==> src/rtl/keypad_pkg.sv <==
// Shared definitions for the keypad matrix emulator and scanner-side helpers.
package keypad_pkg;

  typedef enum logic [1:0] {IDLE, PRESS, GAP} state_t;

  localparam logic [3:0] COL0      = 4'b1110;
  localparam logic [3:0] COL1      = 4'b1101;
  localparam logic [3:0] COL2      = 4'b1011;
  localparam logic [3:0] COL3      = 4'b0111;
  localparam logic [3:0] ROWS_IDLE = 4'b1111;

  localparam int ROW_MSB = 3;
  localparam int ROW_LSB = 2;
  localparam int COL_MSB = 1;
  localparam int COL_LSB = 0;

endpackage

==> src/rtl/scan_event_detect.sv <==
// Flags the first cycle the scanner strobes the last column: one pulse per full scan.
module scan_event_detect
  import keypad_pkg::*;
(
  input  logic       clk,
  input  logic       rst,
  input  logic [3:0] col_in,
  output logic       scan_evt
);

  logic [3:0] col_prev;

  // Reset to the idle pattern so a scanner already on COL3 counts as a fresh scan.
  always_ff @(posedge clk or posedge rst) begin
    if (rst) col_prev <= ROWS_IDLE;
    else     col_prev <= col_in;
  end

  assign scan_evt = (col_in == COL3) && (col_prev != COL3);

endmodule

==> src/rtl/keypad_matrix_emulator.sv <==
// Emulates a held key on a 4x4 active-low matrix, timed in whole column scans.
// Optional contact bounce at make/break: define KEYPAD_EMU_BOUNCE_EN.
module keypad_matrix_emulator
  import keypad_pkg::*;
#(
  parameter int HOLD_SCANS    = 4,
  parameter int GAP_SCANS     = 2,
  parameter int CNT_W         = 8,
  parameter int BOUNCE_CYCLES = 8
) (
  input  logic       clk,
  input  logic       rst,
  input  logic       key_valid,
  input  logic [3:0] key_code,
  output logic       key_ready,
  input  logic [3:0] col_in,
  output logic [3:0] row_out,
  output logic       busy,
  output logic       done
);

  if (HOLD_SCANS < 1 || GAP_SCANS < 1 || BOUNCE_CYCLES < 0 ||
      HOLD_SCANS >= (1 << CNT_W) || GAP_SCANS >= (1 << CNT_W)) begin : g_bad_param
    $error("keypad_matrix_emulator: illegal parameter set");
  end

  state_t           state, state_d;
  logic [CNT_W-1:0] scan_cnt, cnt_d, cnt_inc;
  logic             pressed, pressed_d, pressed_eff;
  logic [3:0]       code_q, code_d;
  logic             scan_evt;

  scan_event_detect u_evt (
    .clk      (clk),
    .rst      (rst),
    .col_in   (col_in),
    .scan_evt (scan_evt)
  );

  assign cnt_inc = (scan_cnt == '1) ? scan_cnt : scan_cnt + 1'b1;

  always_ff @(posedge clk or posedge rst) begin
    if (rst) begin
      state    <= IDLE;
      scan_cnt <= '0;
      pressed  <= 1'b0;
      code_q   <= '0;
    end else begin
      state    <= state_d;
      scan_cnt <= cnt_d;
      pressed  <= pressed_d;
      code_q   <= code_d;
    end
  end

  always_comb begin
    state_d   = state;
    cnt_d     = scan_cnt;
    pressed_d = pressed;
    code_d    = code_q;
    key_ready = 1'b0;
    busy      = 1'b0;
    done      = 1'b0;
    unique case (state)
      IDLE: begin
        key_ready = 1'b1;
        // A scan event coinciding with the accept is deliberately dropped.
        if (key_valid) begin
          code_d    = key_code;
          cnt_d     = '0;
          pressed_d = 1'b1;
          state_d   = PRESS;
        end
      end
      PRESS: begin
        busy = 1'b1;
        if (scan_evt) begin
          if (scan_cnt == CNT_W'(HOLD_SCANS - 1)) begin
            pressed_d = 1'b0;
            cnt_d     = '0;
            state_d   = GAP;
          end else begin
            cnt_d = cnt_inc;
          end
        end
      end
      GAP: begin
        busy = 1'b1;
        if (scan_evt) begin
          if (scan_cnt == CNT_W'(GAP_SCANS - 1)) begin
            cnt_d   = '0;
            state_d = IDLE;
            done    = 1'b1;
          end else begin
            cnt_d = cnt_inc;
          end
        end
      end
      default: state_d = IDLE;
    endcase
  end

`ifdef KEYPAD_EMU_BOUNCE_EN
  localparam int BW = (BOUNCE_CYCLES < 1) ? 1 : $clog2(BOUNCE_CYCLES + 1);
  logic [BW-1:0] bounce_cnt;
  logic          bouncing;

  // Restarts on every state change so both make and break get a bounce window.
  always_ff @(posedge clk or posedge rst) begin
    if (rst)                               bounce_cnt <= '0;
    else if (state_d != state)             bounce_cnt <= '0;
    else if (bounce_cnt != BW'(BOUNCE_CYCLES)) bounce_cnt <= bounce_cnt + 1'b1;
  end

  assign bouncing = bounce_cnt < BW'(BOUNCE_CYCLES);

  always_comb begin
    pressed_eff = pressed;
    if (bouncing && state == PRESS) pressed_eff = bounce_cnt[0];
    if (bouncing && state == GAP)   pressed_eff = ~bounce_cnt[0];
  end
`else
  assign pressed_eff = pressed;
`endif

  // Passive switch: the held key shorts its column strobe onto its row line.
  always_comb begin
    row_out = ROWS_IDLE;
    if (pressed_eff && !col_in[code_q[COL_MSB:COL_LSB]])
      row_out[code_q[ROW_MSB:ROW_LSB]] = 1'b0;
  end

endmodule

==> config.mk <==
export PLATFORM = sky130hd
export DESIGN_NAME = keypad_matrix_emulator
export DESIGN_NICKNAME = d
export VERILOG_FILES = /design/src/rtl/keypad_pkg.sv /design/src/rtl/scan_event_detect.sv /design/src/rtl/keypad_matrix_emulator.sv
export SDC_FILE = /design/constraint.sdc
export NUM_CORES = 1
export LEC_CHECK = 0
export CELL_PAD_IN_SITES_DETAIL_PLACEMENT = 1
export CELL_PAD_IN_SITES_GLOBAL_PLACEMENT = 1
export CORE_AREA = 2 2 46 91
export CTS_BUF_LIST = sky130_fd_sc_hd__clkbuf_2 sky130_fd_sc_hd__clkbuf_4 sky130_fd_sc_hd__clkbuf_8
export DETAILED_ROUTE_END_ITERATION = 8
export DIE_AREA = 0 0 48 93
export PLACE_DENSITY = 0.56
export SETUP_SLACK_MARGIN = 0.1
export SLEW_MARGIN = 15
export SYNTH_ARGS = -nofsm -noshare
export SYNTH_HDL_FRONTEND = slang
export SYNTH_SLANG_ARGS = --single-unit
==> constraint.sdc <==
create_clock -name clk -period 2.3 [get_ports clk]
set_clock_uncertainty 0.05 [all_clocks]
set_input_delay 0.345 -clock clk [delete_from_list [all_inputs] [get_ports clk]]
set_output_delay 0.345 -clock clk [all_outputs]
set_load 0.05 [all_outputs]
==> key figures, run 1 <==
Worst setup path
  • Crit-path slowest cell: mux4_2
  • Worst Setup Start Kind: register
  • Max incr delay on CP: 0.50 ns
  • Reg2Reg Depth: 6
  • CP arrival: 1.76 ns
  • Largest fanout on the critical path: 2
  • Setup slack, reg-to-reg: 0.31 ns
  • Crit path max-delay family: multiplexers
  • R2r startpoint: scan_cnt[5]
  • Worst path buffer plus inverter count: 1
  • CP Capture Type: output port
  • Crit path required time: 1.90 ns
  • WS Path Type: reg -> out
  • Crit-path cells: mux4_2 -> nand2b_4 -> or3_4 -> buf_8
  • R2r endpoint: scan_cnt[0]

Clock tree
  • # clock sinks: 19
  • Max Root-Sink Buffers: 2
  • CTS tree: yes
  • Num CTS Buffers: 3
  • Reg clk slew, reported paths: 0.07 ns
  • Clk root buf: clkbuf_8
  • Skew-Pair Late Insertion Delay: 0.25 ns
  • H-tree Lvls: 1

Pwr
  • Pwr dens: 1270 nW/um2
  • Comb power frac: 58.9%
  • Peak VDD IR: 426 uV
  • Register share of total power: 27.8%
  • P_sw: 846 uW
  • Power, Total: 1.85 mW
  • Switching Fraction: 45.7%
  • Clk network pwr share: 13.3%
  • Leak: 0.623 nW
  • Power Internal: 1.01 mW

Synthesis
  • Synth Flop Type: dfrtp_1
  • Count leader, synth: dfrtp_1
  • Post-Syn Area: 1060 um2
  • Post-synth top area cell: dfrtp_1
  • Ys Warns: 0
  • Mean post-synth cell area: 10.2 um2
  • Post-synthesis register bit count: 19
  • Asr flop ratio synth: 100%
  • Syn nets: 120
  • Seq/Total Area, Yosys: 45.2%
  • Post-synth top cells: dfrtp_1 (15), nand2_1 (12), a21oi_1 (7), inv_1 (7), nor2_1 (7)
  • Mapped Cells: 104
  • Post-synth EDFFs: 0
  • Share of the synthesized area in the top cell type: 35.3%
  • Synth top area cells: dfrtp_1 (35%), dfstp_2 (9.9%), mux2_1 (6.4%), ha_1 (5.9%), nand2_1 (4.2%)
  • Cell variety after synth: 35

STA
  • Final min period: 2.15 ns
  • Final hold violations: 0
  • Worst Max-Slew Pin Slew: 0.772 ns
  • WHS: 0.394 ns
  • Setup violators final: 0
  • Relative slew slack: 48.5%
  • Setup TNS: 0 ns
  • Max Freq: 464 MHz
  • Final period util: 93.6%
  • RSZ-0062 raised after global routing: yes
  • Final-report max-slew violation count: 0

Drt
  • Initial DRC Count: 11
  • Drt via density: 5.08
  • Routed WL: 3080 um
  • Wire per inst: 16.6 um
  • Drc violations: 0
  • Vias: 945
  • Remaining antenna violation count: 0
  • Detailed Routing Iterations Pass 1: 4

Floorplan
  • Starting Density: 28.0%
  • Die height: 93 um
  • Placeable Area: 3800 um2
  • I/O pin count: 18
  • Die W: 48 um
  • Site row count: 32
  • Die area: 4460 um2

Final layout
  • Share of cells above drive strength 1: 25.9%
  • Filler cells: 452
  • Final instance area: 1460 um2
  • Multi-input logic area: 587 um2
  • Final #Nets: 152
  • P&R area growth vs syn: 37.4%
  • Reg area: 482 um2
  • Antenna cells: 0

Global routing
  • Initial antenna violation count: 0
  • All-Layer GR Usage: 16.1%
  • Pin count of the biggest net entering global routing: 20
  • Total gr overflow: 0
  • Vias in the first global route: 1075
  • First-pass GRT wire length: 5030 um

Place
  • Area of placed instances: 1370 um2
  • Post-DP HPWL: 2510 um
  • RD Place Congestion: 0.868
  • I/O Buffers: 17

Worst hold path
  • Worst hold stages: 2
  • Hold EP: u_evt.col_prev[3]
  • HP Class: in -> reg
  • Hold_sp: col_in[3]

Run status
  • Status: finished, final reports clean

Flow run
  • Max Cap Viol: 0
==> cell type report <==
class                      count  area share, %
clock buffer                   4           3.34
sequential                    19           33.0
timing repair buffer          27           17.4
multi-input combinational     78           40.2
inverter                       7           1.80
tap                           51           4.37
==> power by group through the flow <==
stage                     clock network (mW)  registers (mW)  logic, mW
after floorplan                            0           0.490      0.721
after global routing                   0.279           0.534       1.20
after detailed placement                   0           0.524       1.03
after CTS                              0.258           0.516       1.07
after global placement                     0           0.515       1.01
final                                  0.246           0.516       1.09
==> worst max path at each step <==
stage,from,end,slack [ns],depth (start not counted)
5_1_grt,code_q[0],row_out[0],0.08,4
3_3_place_gp,col_in[3],row_out[0],0.01,5
2_1_floorplan,state[0],scan_cnt[2],0.28,7
4_1_cts,code_q[0],row_out[0],0.09,4
6_report,code_q[0],row_out[0],0.15,4
3_5_place_dp,col_in[3],scan_cnt[0],-0.001,8
==> kinds of logic after synthesis <==
logic type / Yosys count / synth area share [%]
buf+inv: 7 / 2.47
compound gates: 25 / 16.6
flops: 19 / 45.2
fa+ha+maj: 5 / 5.88
mux: 8 / 9.53
simple gates: 40 / 20.4
==> flip-flops by register name (all words and copies together), names as in the netlist <==
| signal | count |
|---|---|
| code_q | 4 |
| scan_cnt | 8 |
| u_evt.col_prev | 4 |
| state | 2 |
| pressed | 1 |
==> what timing repair did <==
action	in CTS	in global routing
hold buffers	0	0
setup buffers	1	1
cloned	0	0
pin swaps	1	3
resized for setup	7	6
endpoints found under the setup margin	5	5
==> layer usage <==
metal / share of wire [%] / vias up / global-route usage (%)
li1: - / 449 / -
met1: 32 / 474 / 14.3
met2: 63 / 18 / 31.4
met3: 3.1 / 4 / 1.93
met4: 2.0 / 0 / 7.21
met5: 0 / - / 0
==> per-stage QoR <==
step | setup WS, ns | util (%) | cells
floorplan | 0.280 | - | 104
global route | 0.0763 | 38.4 | 186
CTS | 0.0926 | 37.7 | 185
finish | 0.147 | 38.4 | 186
global placement | 0.0127 | 36.0 | 180
detailed placement | -0.00100 | 36.0 | 180
==> placed cells by master, fill, tap and decap left out, drive strengths merged, types with 3 or more instances in the layout <==
master         instances
ha                     5
nor2                   7
dlygate4sd2            4
mux2                   7
nand2                 12
clkbuf                 4
a21oi                  7
nand3                  6
a31oi                  4
o31ai                  3
clkdlybuf4s50          6
buf                   17
inv                    7
nand4                  3
dfrtp                 15
dfstp                  4
Note: power is estimated with default switching activity, not from simulation.
==> run 2, diff against run 1 <==
Settings changed: CORE_AREA 2 2 46 91 to 2 2 40 78, DIE_AREA 0 0 48 93 to 0 0 42 80, PLACE_DENSITY 0.56 to 0.73.
==> key figures, run 2 (synthesis gave the netlist of run 1 again) <==
STA
  • Max Freq: 451 MHz (was 464 MHz)
  • Final min period: 2.22 ns (was 2.15 ns)
  • Worst Max-Slew Pin Slew: 0.750 ns (was 0.772 ns)
  • RSZ-0062 raised after global routing: yes (unchanged)
  • Min setup slack post-route: 0.0810 ns (was 0.147 ns)
  • WHS: 0.382 ns (was 0.394 ns)
  • Final hold violations: 0 (unchanged)
  • Final-report max-slew violation count: 0 (unchanged)
  • Relative slew slack: 49.9% (was 48.5%)
  • Setup violators final: 0 (unchanged)
  • Final period util: 96.5% (was 93.6%)

Final layout
  • Share of cells above drive strength 1: 23.9% (was 25.9%)
  • Final #Nets: 151 (was 152)
  • Largest register by flop count: scan_cnt (unchanged)
  • Final non-filler cell total: 163 (was 186)
  • Multi-input logic area: 584 um2 (was 587 um2)
  • Reg area: 480 um2 (was 482 um2)
  • Most frequent cells in the layout: dfrtp_1 (15), nand2_1 (12), buf_4 (11) (was dfrtp_1 (14), buf_4 (12), nand2_1 (11))
  • Most common cell after layout, fill and taps aside: dfrtp_1 (unchanged)
  • Largest register FFs: 8 (unchanged)
  • Filler cells: 318 (was 452)
  • P&R area growth vs syn: 33.8% (was 37.4%)
  • Antenna cells: 0 (unchanged)
  • Top flop regs: scan_cnt: 8 flops, code_q: 4 flops, u_evt.col_prev: 4 flops (unchanged)

Clock tree
  • Max Root-Sink Buffers: 2 (unchanged)
  • Total setup buffers inserted after CTS: 0 (was 1)
  • Reg clk slew, reported paths: 0.07 ns (about the same)
  • H-tree Lvls: 1 (unchanged)
  • Num CTS Buffers: 3 (unchanged)
  • Skew-Pair Late Insertion Delay: 0.26 ns (was 0.25 ns)
  • # clock sinks: 19 (unchanged)
  • CTS tree: yes (unchanged)
  • Clk root buf: clkbuf_8 (unchanged)

Floorplan
  • Die W: 42 um (was 48 um)
  • Starting Density: 38.9% (was 28.0%)
  • Site row count: 27 (was 32)
  • I/O pin count: 18 (unchanged)
  • Die area: 3360 um2 (was 4460 um2)
  • Die height: 80 um (was 93 um)
  • Placeable Area: 2740 um2 (was 3800 um2)

Worst setup path
  • Crit-path slowest cell: mux4_2 (unchanged)
  • R2r endpoint: scan_cnt[2] (was scan_cnt[0])
  • Crit. Startpoint: code_q[0] (unchanged)
  • Crit-path cells: mux4_2 -> nand2b_4 -> or3_4 -> buf_8 (unchanged)
  • Max incr delay on CP: 0.53 ns (was 0.50 ns)
  • Largest fanout on the critical path: 2 (unchanged)
  • Crit path max-delay family: multiplexers (unchanged)
  • Worst Setup Start Kind: register (unchanged)
  • WP depth: 4 (unchanged)
  • WS Path Type: reg -> out (unchanged)
  • Reg2Reg Depth: 6 (unchanged)
  • Crit path capture: row_out[0] (unchanged)
  • CP arrival: 1.82 ns (was 1.76 ns)
  • Worst path buffer plus inverter count: 1 (unchanged)
  • R2r startpoint: state[0] (was scan_cnt[5])
  • Setup slack, reg-to-reg: 0.34 ns (was 0.31 ns)
  • Crit path required time: 1.90 ns (about the same)
  • CP Capture Type: output port (unchanged)

Pwr
  • Peak VDD IR: 637 uV (was 426 uV)
  • Pwr dens: 1300 nW/um2 (was 1270 nW/um2)
  • Leak: 0.616 nW (was 0.623 nW)
  • Power, Total: 1.85 mW (about the same)

Global routing
  • Vias in the first global route: 1045 (was 1075)
  • Pin count of the biggest net entering global routing: 20 (unchanged)
  • Total gr overflow: 0 (unchanged)
  • All-Layer GR Usage: 20.1% (was 16.1%)
  • First-pass GRT wire length: 4990 um (was 5030 um)
  • Initial antenna violation count: 0 (unchanged)

Drt
  • Vias: 952 (was 945)
  • Detailed Routing Iterations Pass 1: 4 (unchanged)
  • Routed WL: 2920 um (was 3080 um)
  • Wire per inst: 17.9 um (was 16.6 um)
  • Drt via density: 5.84 (was 5.08)
  • Initial DRC Count: 10 (was 11)
  • Remaining antenna violation count: 0 (unchanged)
  • Drc violations: 0 (unchanged)

Place
  • Pre-CTS WS: -0.0470 ns (was -0.00100 ns)
  • Placed cells: 159 (was 180)
  • Post-DP HPWL: 2310 um (was 2510 um)
  • I/O Buffers: 17 (unchanged)
  • RD Place Congestion: 0.777 (was 0.868)

Worst hold path
  • HP Class: in -> reg (unchanged)
  • Worst hold stages: 2 (unchanged)

Flow run
  • Max Cap Viol: 0 (unchanged)

Run status
  • Status: finished, final reports clean (unchanged)
-- run 2: cell types whose count changed in the layout (fill, tap and decap cells not counted), sizes merged --
cell      delta
clkinvlp     +1
buf          -1
clkbuf       -1
-- run 2: per-stage QoR --
stage	utilization (%)	TNS, ns	cell area (um2)
finish	52.0	0	1420
detailed placement	49.2	-0.0847	1350
CTS	51.9	0	1420
floorplan	-	0	1080
global placement	49.2	0	1350
global route	52.0	0	1420
-- run 2: worst min path at each step --
| stage | from | slack (ns) | to |
|---|---|---|---|
| final | col_in[3] | 0.38 | u_evt.col_prev[3] |
| after global routing | col_in[3] | 0.39 | u_evt.col_prev[3] |
| after detailed placement | state[0] | 0.47 | state[0] |
| after global placement | state[0] | 0.46 | state[0] |
| after CTS | col_in[3] | 0.38 | u_evt.col_prev[3] |
| after floorplan | rst | 0.24 | code_q[0] |
-- run 2: final cells by class --
type                            instances  share of cell area, %
Inverter                                7                   1.85
Tap cell                               29                   2.55
Sequential cell                        19                   33.8
Clock inverter                          1                  0.528
Clock buffer                            3                   2.90
Multi-Input combinational cell         78                   41.1
Timing Repair Buffer                   26                   17.3
-- run 2: what timing repair did --
item                       4_1_cts  5_1_grt
hold buffers                     0        0
gates resized for setup         10        1
pin swaps                        1        2
hold endpoints to repair         0        0
setup endpoints to repair        5        5
-- run 2: report_power, final --
part           switching (mW)  internal [mW]
clock                   0.118          0.123
combinational           0.642          0.448
sequential             0.0989          0.417
total                   0.860          0.988
-- run 2: worst register-to-register path, stage by stage, from the launching register on --
cell and delay, ns:
dfrtp_1 0.38, inv_1 0.08, ha_1 0.29, o22ai_2 0.24
o311ai_1 0.21, or4_1 0.55, nand3_1 0.10
-- run 2: metal layers --
metal  GRT usage (%)  wire length, um  part of all wire, %  vias to the layer above
li1                -                -                    -                      450
met1            18.1             1010                   34                      476
met2            40.5             1750                   60                       20
met3            1.13               60                  2.1                        6
met4            12.9              101                  3.5                        0
met5               0                0                    0                        -
==> run 3, diff against run 2 <==
Settings changed: CORE_AREA 2 2 40 78 to 2 2 54 56, DIE_AREA 0 0 42 80 to 0 0 56 58, PLACE_DENSITY 0.73 to 0.76.
==> key figures, run 3 (synthesis gave the netlist of run 1 again) <==
Final layout
  • Final instance area: 1430 um2 (was 1420 um2)
  • Largest register FFs: 8 (unchanged)
  • Most frequent cells in the layout: buf_4 (14), dfrtp_1 (13), nand2_1 (11) (was dfrtp_1 (15), nand2_1 (12), buf_4 (11))
  • Most common cell after layout, fill and taps aside: buf_4 (was dfrtp_1)
  • Final #Nets: 154 (was 151)
  • Antenna cells: 0 (unchanged)
  • P&R area growth vs syn: 34.8% (was 33.8%)
  • Share of cells above drive strength 1: 27.7% (was 23.9%)
  • Final core utilization: 53.9% (was 52.0%)
  • Top flop regs: scan_cnt: 8 flops, code_q: 4 flops, u_evt.col_prev: 4 flops (unchanged)
  • Filler cells: 314 (was 318)
  • Largest register by flop count: scan_cnt (unchanged)

STA
  • Setup violators final: 0 (unchanged)
  • Relative slew slack: 50.8% (was 49.9%)
  • Final-report max-slew violation count: 0 (unchanged)
  • Setup TNS: 0 ns (unchanged)
  • Worst Max-Slew Pin Slew: 0.737 ns (was 0.750 ns)
  • Final period util: 96.4% (was 96.5%)
  • RSZ-0062 raised after global routing: yes (unchanged)
  • WHS: 0.349 ns (was 0.382 ns)
  • Max Freq: 451 MHz (about the same)
  • Final hold violations: 0 (unchanged)
  • Final min period: 2.22 ns (about the same)

Floorplan
  • I/O pin count: 18 (unchanged)
  • Die W: 56 um (was 42 um)
  • Site row count: 19 (was 27)
  • Die area: 3250 um2 (was 3360 um2)
  • Die height: 58 um (was 80 um)
  • Starting Density: 39.9% (was 38.9%)
  • Placeable Area: 2660 um2 (was 2740 um2)

Worst setup path
  • Worst path buffer plus inverter count: 1 (unchanged)
  • Largest fanout on the critical path: 2 (unchanged)
  • CP arrival: 1.82 ns (about the same)
  • Crit path max-delay family: multiplexers (unchanged)
  • Worst Setup Start Kind: register (unchanged)
  • WS Path Type: reg -> out (unchanged)
  • Crit-path cells: mux4_2 -> nand2b_4 -> or3_4 -> buf_8 (unchanged)
  • CP Capture Type: output port (unchanged)
  • Reg2Reg Depth: 7 (was 6)
  • Max incr delay on CP: 0.50 ns (was 0.53 ns)
  • R2r startpoint: scan_cnt[3] (was state[0])
  • Crit-path slowest cell: mux4_2 (unchanged)
  • Crit. Startpoint: code_q[0] (unchanged)
  • Crit path required time: 1.90 ns (about the same)
  • WP depth: 4 (unchanged)

Clock tree
  • Clk root buf: clkbuf_4 (was clkbuf_8)
  • CTS tree: yes (unchanged)
  • Skew-Pair Late Insertion Delay: 0.31 ns (was 0.26 ns)
  • Max Root-Sink Buffers: 2 (unchanged)
  • Num CTS Buffers: 3 (unchanged)
  • Reg clk slew, reported paths: 0.11 ns (was 0.07 ns)
  • H-tree Lvls: 1 (unchanged)
  • # clock sinks: 19 (unchanged)
  • # hold bufs at CTS: 0 (unchanged)

Flow run
  • Max Cap Viol: 0 (unchanged)

Pwr
  • Pwr dens: 1260 nW/um2 (was 1300 nW/um2)
  • Clk network pwr share: 10.7% (was 13.0%)
  • Leak: 0.624 nW (was 0.616 nW)
  • P_sw: 852 uW (was 860 uW)
  • Register share of total power: 28.4% (was 28.0%)
  • Switching Fraction: 47.3% (was 46.5%)
  • Power Internal: 951 uW (was 988 uW)
  • Peak VDD IR: 983 uV (was 637 uV)
  • Comb power frac: 60.8% (was 59.0%)
  • Power, Total: 1.80 mW (was 1.85 mW)

Worst hold path
  • Worst hold stages: 2 (unchanged)
  • HP Class: in -> reg (unchanged)
  • Hold_sp: col_in[3] (unchanged)

Place
  • RD Place Congestion: 0.856 (was 0.777)
  • Post-DP HPWL: 2150 um (was 2310 um)
  • I/O Buffers: 17 (unchanged)
  • Area of placed instances: 1340 um2 (was 1350 um2)

Global routing
  • First-pass GRT wire length: 4830 um (was 4990 um)
  • Vias in the first global route: 1029 (was 1045)
  • Pin count of the biggest net entering global routing: 20 (unchanged)
  • All-Layer GR Usage: 19.5% (was 20.1%)
  • Initial antenna violation count: 0 (unchanged)
  • Total gr overflow: 0 (unchanged)

Drt
  • Vias: 995 (was 952)
  • Drt via density: 5.92 (was 5.84)
  • Initial DRC Count: 36 (was 10)
  • Remaining antenna violation count: 0 (unchanged)
  • Drc violations: 0 (unchanged)
  • Detailed Routing Iterations Pass 1: 4 (unchanged)
  • Routed WL: 2980 um (was 2920 um)
  • Wire per inst: 17.7 um (was 17.9 um)

Run status
  • Status: finished, final reports clean (unchanged)
## run 3: worst paths after layout
path                                      to  slack (ns)
hold reg to reg                    code_q[1]        0.49
min in group asynchronous        scan_cnt[4]        0.39
max in group asynchronous        scan_cnt[2]        1.30
hold / removal             u_evt.col_prev[3]        0.35
setup reg to reg                 scan_cnt[0]        0.19
setup / recovery                  row_out[0]        0.08
## run 3: repair_timing
action / 4_1_cts / 5_1_grt
pin swaps: 1 / 3
gates resized for setup: 9 / 5
endpoints found under the setup margin: 4 / 5
endpoints found under the hold margin: 0 / 0
buffers inserted: 1 / 4
## run 3: per-layer routing
layer	vias up	track usage [%]	share of wire, %
met4	0	6.80	1.1
met1	511	22.9	42
met3	6	2.68	2.3
met2	19	36.6	55
met5	-	0	0
li1	459	-	-
## run 3: worst register-to-register path: stages (launching register included)
cell     delay [ns]
dfrtp_1        0.46
nor4_4         0.34
buf_4          0.18
buf_4          0.09
nand3_1        0.12
a31oi_1        0.34
o21ai_1        0.16
mux2_2         0.28
## run 3: cell type report
| cell class | instances | area [um2] | share of cell area, % |
|---|---|---|---|
| well taps | 31 | 38.8 | 2.71 |
| clock buffers | 4 | 30.0 | 2.09 |
| multi-input cells | 78 | 587 | 40.9 |
| inverters | 7 | 26.3 | 1.83 |
| repair buffers | 29 | 269 | 18.8 |
| flip-flops and latches | 19 | 483 | 33.7 |
## run 3: stage by stage
stage               instances  worst slack (ns)
floorplan                 104             0.280
global placement          159          -0.00108
detailed placement        159           -0.0507
CTS                       164            0.0410
global route              168            0.0221
finish                    168            0.0823
## run 3: power by group through the flow
stage / combinational, mW / clock [mW] / sequential [mW]
after floorplan: 0.721 / 0 / 0.490
after global placement: 0.963 / 0 / 0.507
after detailed placement: 1.00 / 0 / 0.516
after CTS: 1.04 / 0.196 / 0.512
after global routing: 1.18 / 0.210 / 0.530
final: 1.10 / 0.194 / 0.513
